[config.mk]
export PLATFORM = sky130hd
export DESIGN_NAME = feb_dly_prog
export DESIGN_NICKNAME = d
export VERILOG_FILES = /design/src/rtl/feb_dly_prog_pkg.sv /design/src/rtl/feb_dly_prog.sv
export SDC_FILE = /design/constraint.sdc
export NUM_CORES = 1
export LEC_CHECK = 0
export ABC_CLOCK_PERIOD_IN_PS = 1900
export BUFFER_PORTS_ARGS = -buffer_cell sky130_fd_sc_hd__buf_2
export CAP_MARGIN = 20
export CORE_ASPECT_RATIO = 1.1
export CORE_MARGIN = 2
export CORE_UTILIZATION = 54
export DETAILED_ROUTE_END_ITERATION = 6
export PLACE_DENSITY_LB_ADDON = 0.2
export SLEW_MARGIN = 20
export SYNTH_ARGS = -nofsm -noshare
export SYNTH_HDL_FRONTEND = slang
export SYNTH_SLANG_ARGS = --single-unit
[constraint.sdc]
create_clock -name CLKCMS -period 1.9 [get_ports CLKCMS]
set_input_delay 0.38 -clock CLKCMS [delete_from_list [all_inputs] [get_ports CLKCMS]]
set_output_delay 0.38 -clock CLKCMS [all_outputs]
set_load 0.01 [all_outputs]
[src/rtl/feb_dly_prog_pkg.sv]
// Shared constants and FSM encoding for the FEB clock-delay chain programmer.
package feb_dly_prog_pkg;

  localparam int unsigned NCHIP_DEF  = 7;
  localparam int unsigned DBITS_DEF  = 5;
  localparam int unsigned CLKDIV_DEF = 2;

  typedef enum logic [1:0] {
    StIdle,
    StShift,
    StLoad,
    StFinish
  } feb_state_e;

  // Counter width able to hold values 0..n-1, never narrower than one bit.
  function automatic int unsigned cnt_width(input int unsigned n);
    return (n <= 1) ? 1 : $clog2(n);
  endfunction

endpackage

[src/rtl/feb_dly_prog.sv]
// Serially programs a chain of FEB clock-delay chips: shifts the captured codes MSB first,
// then pulses the load strobe. All outputs are registered.
module feb_dly_prog
  import feb_dly_prog_pkg::*;
#(
  parameter int unsigned NCHIP  = NCHIP_DEF,
  parameter int unsigned DBITS  = DBITS_DEF,
  parameter int unsigned CLKDIV = CLKDIV_DEF
) (
  input  logic                   CLKCMS,
  input  logic                   RST,
  input  logic                   START,
  input  logic [NCHIP*DBITS-1:0] DLY_VEC,
  output logic                   FEBDLYAE,
  output logic                   FEBDLYCLK,
  output logic                   FEBDLYIN,
  output logic                   FEBLOADDLY,
  output logic                   BUSY,
  output logic                   DONE
);

  localparam int unsigned NBits = NCHIP * DBITS;
  localparam int unsigned BitW  = cnt_width(NBits + 1);
  localparam int unsigned DivW  = cnt_width(CLKDIV);

  feb_state_e       state_q, state_d;
  logic [DivW-1:0]  div_q, div_d;
  logic             phase_q, phase_d;
  logic [BitW-1:0]  bit_q, bit_d;
  logic [NBits-1:0] sreg_q, sreg_d;

  logic ae_q, ae_d;
  logic fclk_q, fclk_d;
  logic fin_q, fin_d;
  logic load_q, load_d;
  logic busy_q, busy_d;
  logic done_q, done_d;

  logic div_end;
  assign div_end = (div_q == DivW'(CLKDIV - 1));

  // phase_q selects the low (0) or high (1) half of each FEBDLYCLK period.
  always_comb begin
    state_d = state_q;
    div_d   = div_q;
    phase_d = phase_q;
    bit_d   = bit_q;
    sreg_d  = sreg_q;

    unique case (state_q)
      StIdle: begin
        if (START) begin
          sreg_d  = DLY_VEC;
          div_d   = '0;
          phase_d = 1'b0;
          bit_d   = '0;
          state_d = StShift;
        end
      end
      StShift: begin
        if (div_end) begin
          div_d = '0;
          if (!phase_q) begin
            phase_d = 1'b1;
          end else begin
            phase_d = 1'b0;
            sreg_d  = {sreg_q[NBits-2:0], 1'b0};
            bit_d   = bit_q + 1'b1;
            if (bit_q == BitW'(NBits - 1)) begin
              state_d = StLoad;
            end
          end
        end else begin
          div_d = div_q + 1'b1;
        end
      end
      StLoad: begin
        // Load strobe spans one full divided clock period.
        if (div_end) begin
          div_d   = '0;
          phase_d = ~phase_q;
          if (phase_q) begin
            state_d = StFinish;
          end
        end else begin
          div_d = div_q + 1'b1;
        end
      end
      StFinish: begin
        state_d = StIdle;
      end
      default: begin
        state_d = StIdle;
      end
    endcase
  end

  // Outputs are derived from next-state values so they register in step with the FSM.
  always_comb begin
    ae_d   = (state_d == StShift);
    fclk_d = ae_d & phase_d;
    fin_d  = ae_d & sreg_d[NBits-1];
    load_d = (state_d == StLoad);
    busy_d = ae_d | load_d;
    done_d = (state_d == StFinish);
  end

  always_ff @(posedge CLKCMS) begin
    if (RST) begin
      state_q <= StIdle;
      div_q   <= '0;
      phase_q <= 1'b0;
      bit_q   <= '0;
      sreg_q  <= '0;
      ae_q    <= 1'b0;
      fclk_q  <= 1'b0;
      fin_q   <= 1'b0;
      load_q  <= 1'b0;
      busy_q  <= 1'b0;
      done_q  <= 1'b0;
    end else begin
      state_q <= state_d;
      div_q   <= div_d;
      phase_q <= phase_d;
      bit_q   <= bit_d;
      sreg_q  <= sreg_d;
      ae_q    <= ae_d;
      fclk_q  <= fclk_d;
      fin_q   <= fin_d;
      load_q  <= load_d;
      busy_q  <= busy_d;
      done_q  <= done_d;
    end
  end

  assign FEBDLYAE   = ae_q;
  assign FEBDLYCLK  = fclk_q;
  assign FEBDLYIN   = fin_q;
  assign FEBLOADDLY = load_q;
  assign BUSY       = busy_q;
  assign DONE       = done_q;

endmodule

==> results <==
- The top-level I/O count is 44.
- The clock latency of the later-clocked register in the worst-skew pair is 0.30 ns.
- The clock root buffer is clkbuf_8.
- The placement row count is 24.
- The die covers 4647 um2.
- By area the synthesized netlist is led by dfxtp_1 46%, a221oi_1 13%, nor3_1 7.9%.
- The vertical die dimension is 71.30 um.
- The largest buffer count on any clock path is 2.
- In this run the mean area of a mapped cell was 9.002 um2.
- Global routing used 21.98% of the available tracks.
- The launching element type of the critical path is a flip-flop.
- 0 antenna diodes ended up in the layout.
- For this run, the top clock speed supported by timing is 0.5583 GHz.
- Summing the areas of all xor and xnor instances in the mapped netlist gives 1.576% of the synthesized area.
- The number of routed nets with antenna violations is 0.
- The simple-gate share of the synthesized area is 23.19%.
- The maximum fanout count along the critical path is 15.
- In this run, synthesis inferred 0 flip-flops with an integrated enable.
- The worst path buffer plus inverter count is 3.
- The routed design could run at a clock period as short as 1.791 ns.
- In the synthesized netlist, mux cells make up 0% of the area.
- After detailed routing, the number of remaining DRC violations is 0.
- Once the clock tree was built, the setup fixing pass inserted 0 buffers.
- Counting every sink on the clock net gives 51.
- Routability-driven placement finished with a final weighted congestion of 0.7642.
- The start of the worst register-to-register path is state_q[1]$_SDFF_PP0_.
- At the pin with the least slew margin, the transition time is 0.4110 ns.
- The number of antenna violations at the first check in global routing is 0.
- The net total in the final layout is 333.
- The most used flip-flop cell after synthesis is dfxtp_1.
- Of the total synthesized cell area, the portion taken by full adders, half adders and majority gates is 3.376%.
- The launch point of the worst hold path is DLY_VEC[0].
- When the netlist entered floorplanning its net count stood at 291.
- The total of hold buffers inserted after clock tree synthesis is 0.
- The total negative slack for setup checks is 0 ns.
- In this run the power density over the cells is 1147 nW/um2.
- The combinational family with the most area after synthesis is simple AND/OR/NAND/NOR gates.
- Across all register-to-register paths, the minimum setup slack is 0.11 ns.
- The count of final max-slew check failures is 0.
- After detailed routing, the average wire length per cell comes to 14.06 um.
- The library cell with the largest summed area after synthesis is dfxtp_1.
- In the synthesized netlist the async set-or-reset flop fraction comes to 0%.
- The maximum number of pins on one net before global-route repair is 36.
- The critical path is of the reg -> reg type.
- The estimated wirelength of the detail-placed design is 3276 um.
- After detailed routing, the number of vias per cell comes to 5.842.
- The worst-case headroom to the max-slew limit is 72.44%.
- Among the stages of the critical path, the cell type that occurs most often is buf_4.
- The number of warnings printed during yosys synthesis is 0.
- The routed layout has 1,998 vias.
- Port buffering added 43 buffers.
- The critical path launch point is state_q[1]$_SDFF_PP0_.
- The gate family responsible for the most delay along the worst path is simple AND/OR/NAND/NOR gates.
- The die boundary width is 65.18 um.
- The number of hold-slack violations in the final timing report came to 0.
- The synthesized cell area is 2223 um2.
- The synthesized netlist cell count is 247.
- The number of global-route vias before repair came to 1,890.
- After layout, the worst path uses 94.27% of the clock period.
- In the final layout, the share of cells above drive strength 1 is 24.48%.
- The maximum vdd drop is 0.0006405 V.
- The flow ran to the end, and the final reports show no timing, DRC or antenna violations.
- Traced cell by cell, the critical path runs through inv_1 > ha_1 > buf_4 > and2b_1 > o21ai_2 > buf_4 > or3_1 > a21oi_1.
- Between clock sinks in the finished design, the worst skew comes to 0.004873 ns.
- Setup violations remaining at the end of the flow were counted as 0.
- For this run, the detailed router's first-pass iteration total came to 4.
- The first global-routing pass estimated 8197 um of wire.
- Setup repair after global routing left no endpoint under its margin.
- Summed over all layers, the global routing overflow is 0.
- The clock tree synthesis step divided the H-tree into 2 levels.
- The worst-path cell with the longest stage delay is dfxtp_1.
- The critical path capture point type is a flip-flop.
- The effective utilization at floorplan is 56.09%.
- On the worst path, the slowest cell contributes a delay of 0.33 ns.
- Synthesis inferred 51 register bits.
- The synthesis-to-layout area growth is 18.51%.
- Summing the areas of all compound-gate instances in the mapped netlist gives 20.71% of the synthesized area.
- The area inside the core boundary is 3964 um2.
- The count of max-cap constraint violations is 0.
- TritonCTS built the clock tree.
- For this run, the share of the core covered by cells in the final layout is 66.48%.
- The class of the tightest hold or removal check is in -> reg.
- The worst path arrival time is 2.02 ns.
- The static leakage power is 1.060 nW.
- The count of filler cells inserted in the layout is 356.
- The total routed wirelength is 4810 um.
- After layout, the design draws a total of 0.003021 W.
- The worst path required time is 2.13 ns.
- The detailed router's first-iteration violation count is 154.
- The clock input transition at the sequential cells of the worst setup and hold paths is 0.08 ns.
- The sequential area share after synthesis is 45.92%.
- In this run, CTS created clock tree buffers numbering 5.
- The number of library cell types mapped by synthesis is 41.
- The quantity of gates resized following cts is 1.
- The fraction of synthesized cell area taken by the top area cell type is 45.92%.
[registers in the layout (all words and copies together) (netlist names)]
name	flops
sreg_q	35
bit_q	6
state_q	2
BUSY	1
DONE	1
FEBDLYAE	1
FEBDLYCLK	1
FEBDLYIN	1
FEBLOADDLY	1
div_end	1
phase_q	1
[path summary, 6_finish.rpt]
check / to / cells past startpoint
max: bit_q[1]$_SDFFE_PP0P_ / 8
min: sreg_q[0]$_SDFFE_PP0P_ / 3
max reg2reg: bit_q[1]$_SDFFE_PP0P_ / 8
min reg2reg: sreg_q[0]$_SDFFE_PP0P_ / 2
[layout by cell type, fill, tap and decap left out, types with 3 or more instances in the layout]
cell type	netlist	final
dfxtp_1	51	51
clkbuf_8	1	5
nor3_1	35	35
nor2_1	42	42
o2111ai_1	3	3
nor2b_1	3	3
buf_4	0	9
buf_2	10	43
nand3_1	3	3
o21ai_0	3	3
a221oi_1	33	33
xor2_1	3	3
nand2_1	4	4
and2_1	4	4
ha_1	6	5
a21oi_1	6	6
inv_1	4	4
[power breakdown]
group	internal [W]	switching [W]
Clock	0.000259	0.000332
Sequential	0.00129	0.000117
Combinational	0.000462	0.000564
Total	0.00201	0.00101
[synthesized netlist by cell type, types with 4 or more instances]
master	number
buf_2	10
nor2_1	42
inv_1	4
dfxtp_1	51
nand2_1	4
and2_1	4
a21oi_1	6
a221oi_1	33
clkbuf_1	9
nor3_1	35
ha_1	6
[worst min-delay path, cell delays in order]
cell and delay, ns:
buf_2 0.10, nand3_1 0.06, a21oi_1 0.06
[through the flow]
stage / instance area (um2) / hold WS (ns) / cells / worst slack (ns)
after floorplan: 2223 / 0.4320 / 247 / 0.1907
after global placement: 2529 / 0.4450 / 334 / 0.09814
after detailed placement: 2529 / 0.4501 / 334 / 0.009700
after CTS: 2616 / 0.3425 / 342 / 0.05377
after global routing: 2635 / 0.3819 / 342 / 0.001292
final: 2635 / 0.3492 / 342 / 0.1089
[layout make-up]
| type | count | area, um2 | area share, % |
|---|---|---|---|
| clock buffer | 7 | 76.32 | 2.896 |
| clock inverter | 1 | 5.005 | 0.1899 |
| inverter | 4 | 15.01 | 0.5698 |
| multi-input combinational | 171 | 1107 | 42.02 |
| sequential | 51 | 1021 | 38.75 |
| tap | 52 | 65.06 | 2.469 |
| timing repair buffer | 56 | 345.3 | 13.11 |
[layer usage]
| metal | global-route usage (%) | routed length [um] | vias up |
|---|---|---|---|
| li1 | - | - | 997 |
| met1 | 26.51 | 2143 | 962 |
| met2 | 39.91 | 2458 | 35 |
| met3 | 4.710 | 167 | 4 |
| met5 | 0 | 0 | - |
| met4 | 4.861 | 41 | 0 |
[cell families after synthesis]
family	count (synthesis)
adders and majority gates	6
DFF	51
buffers and inverters	25
and+or+nand+nor	104
xor gates and xnor gates	4
AOI/OAI and AO/OA	57
Power figures use the tool's default switching activity.
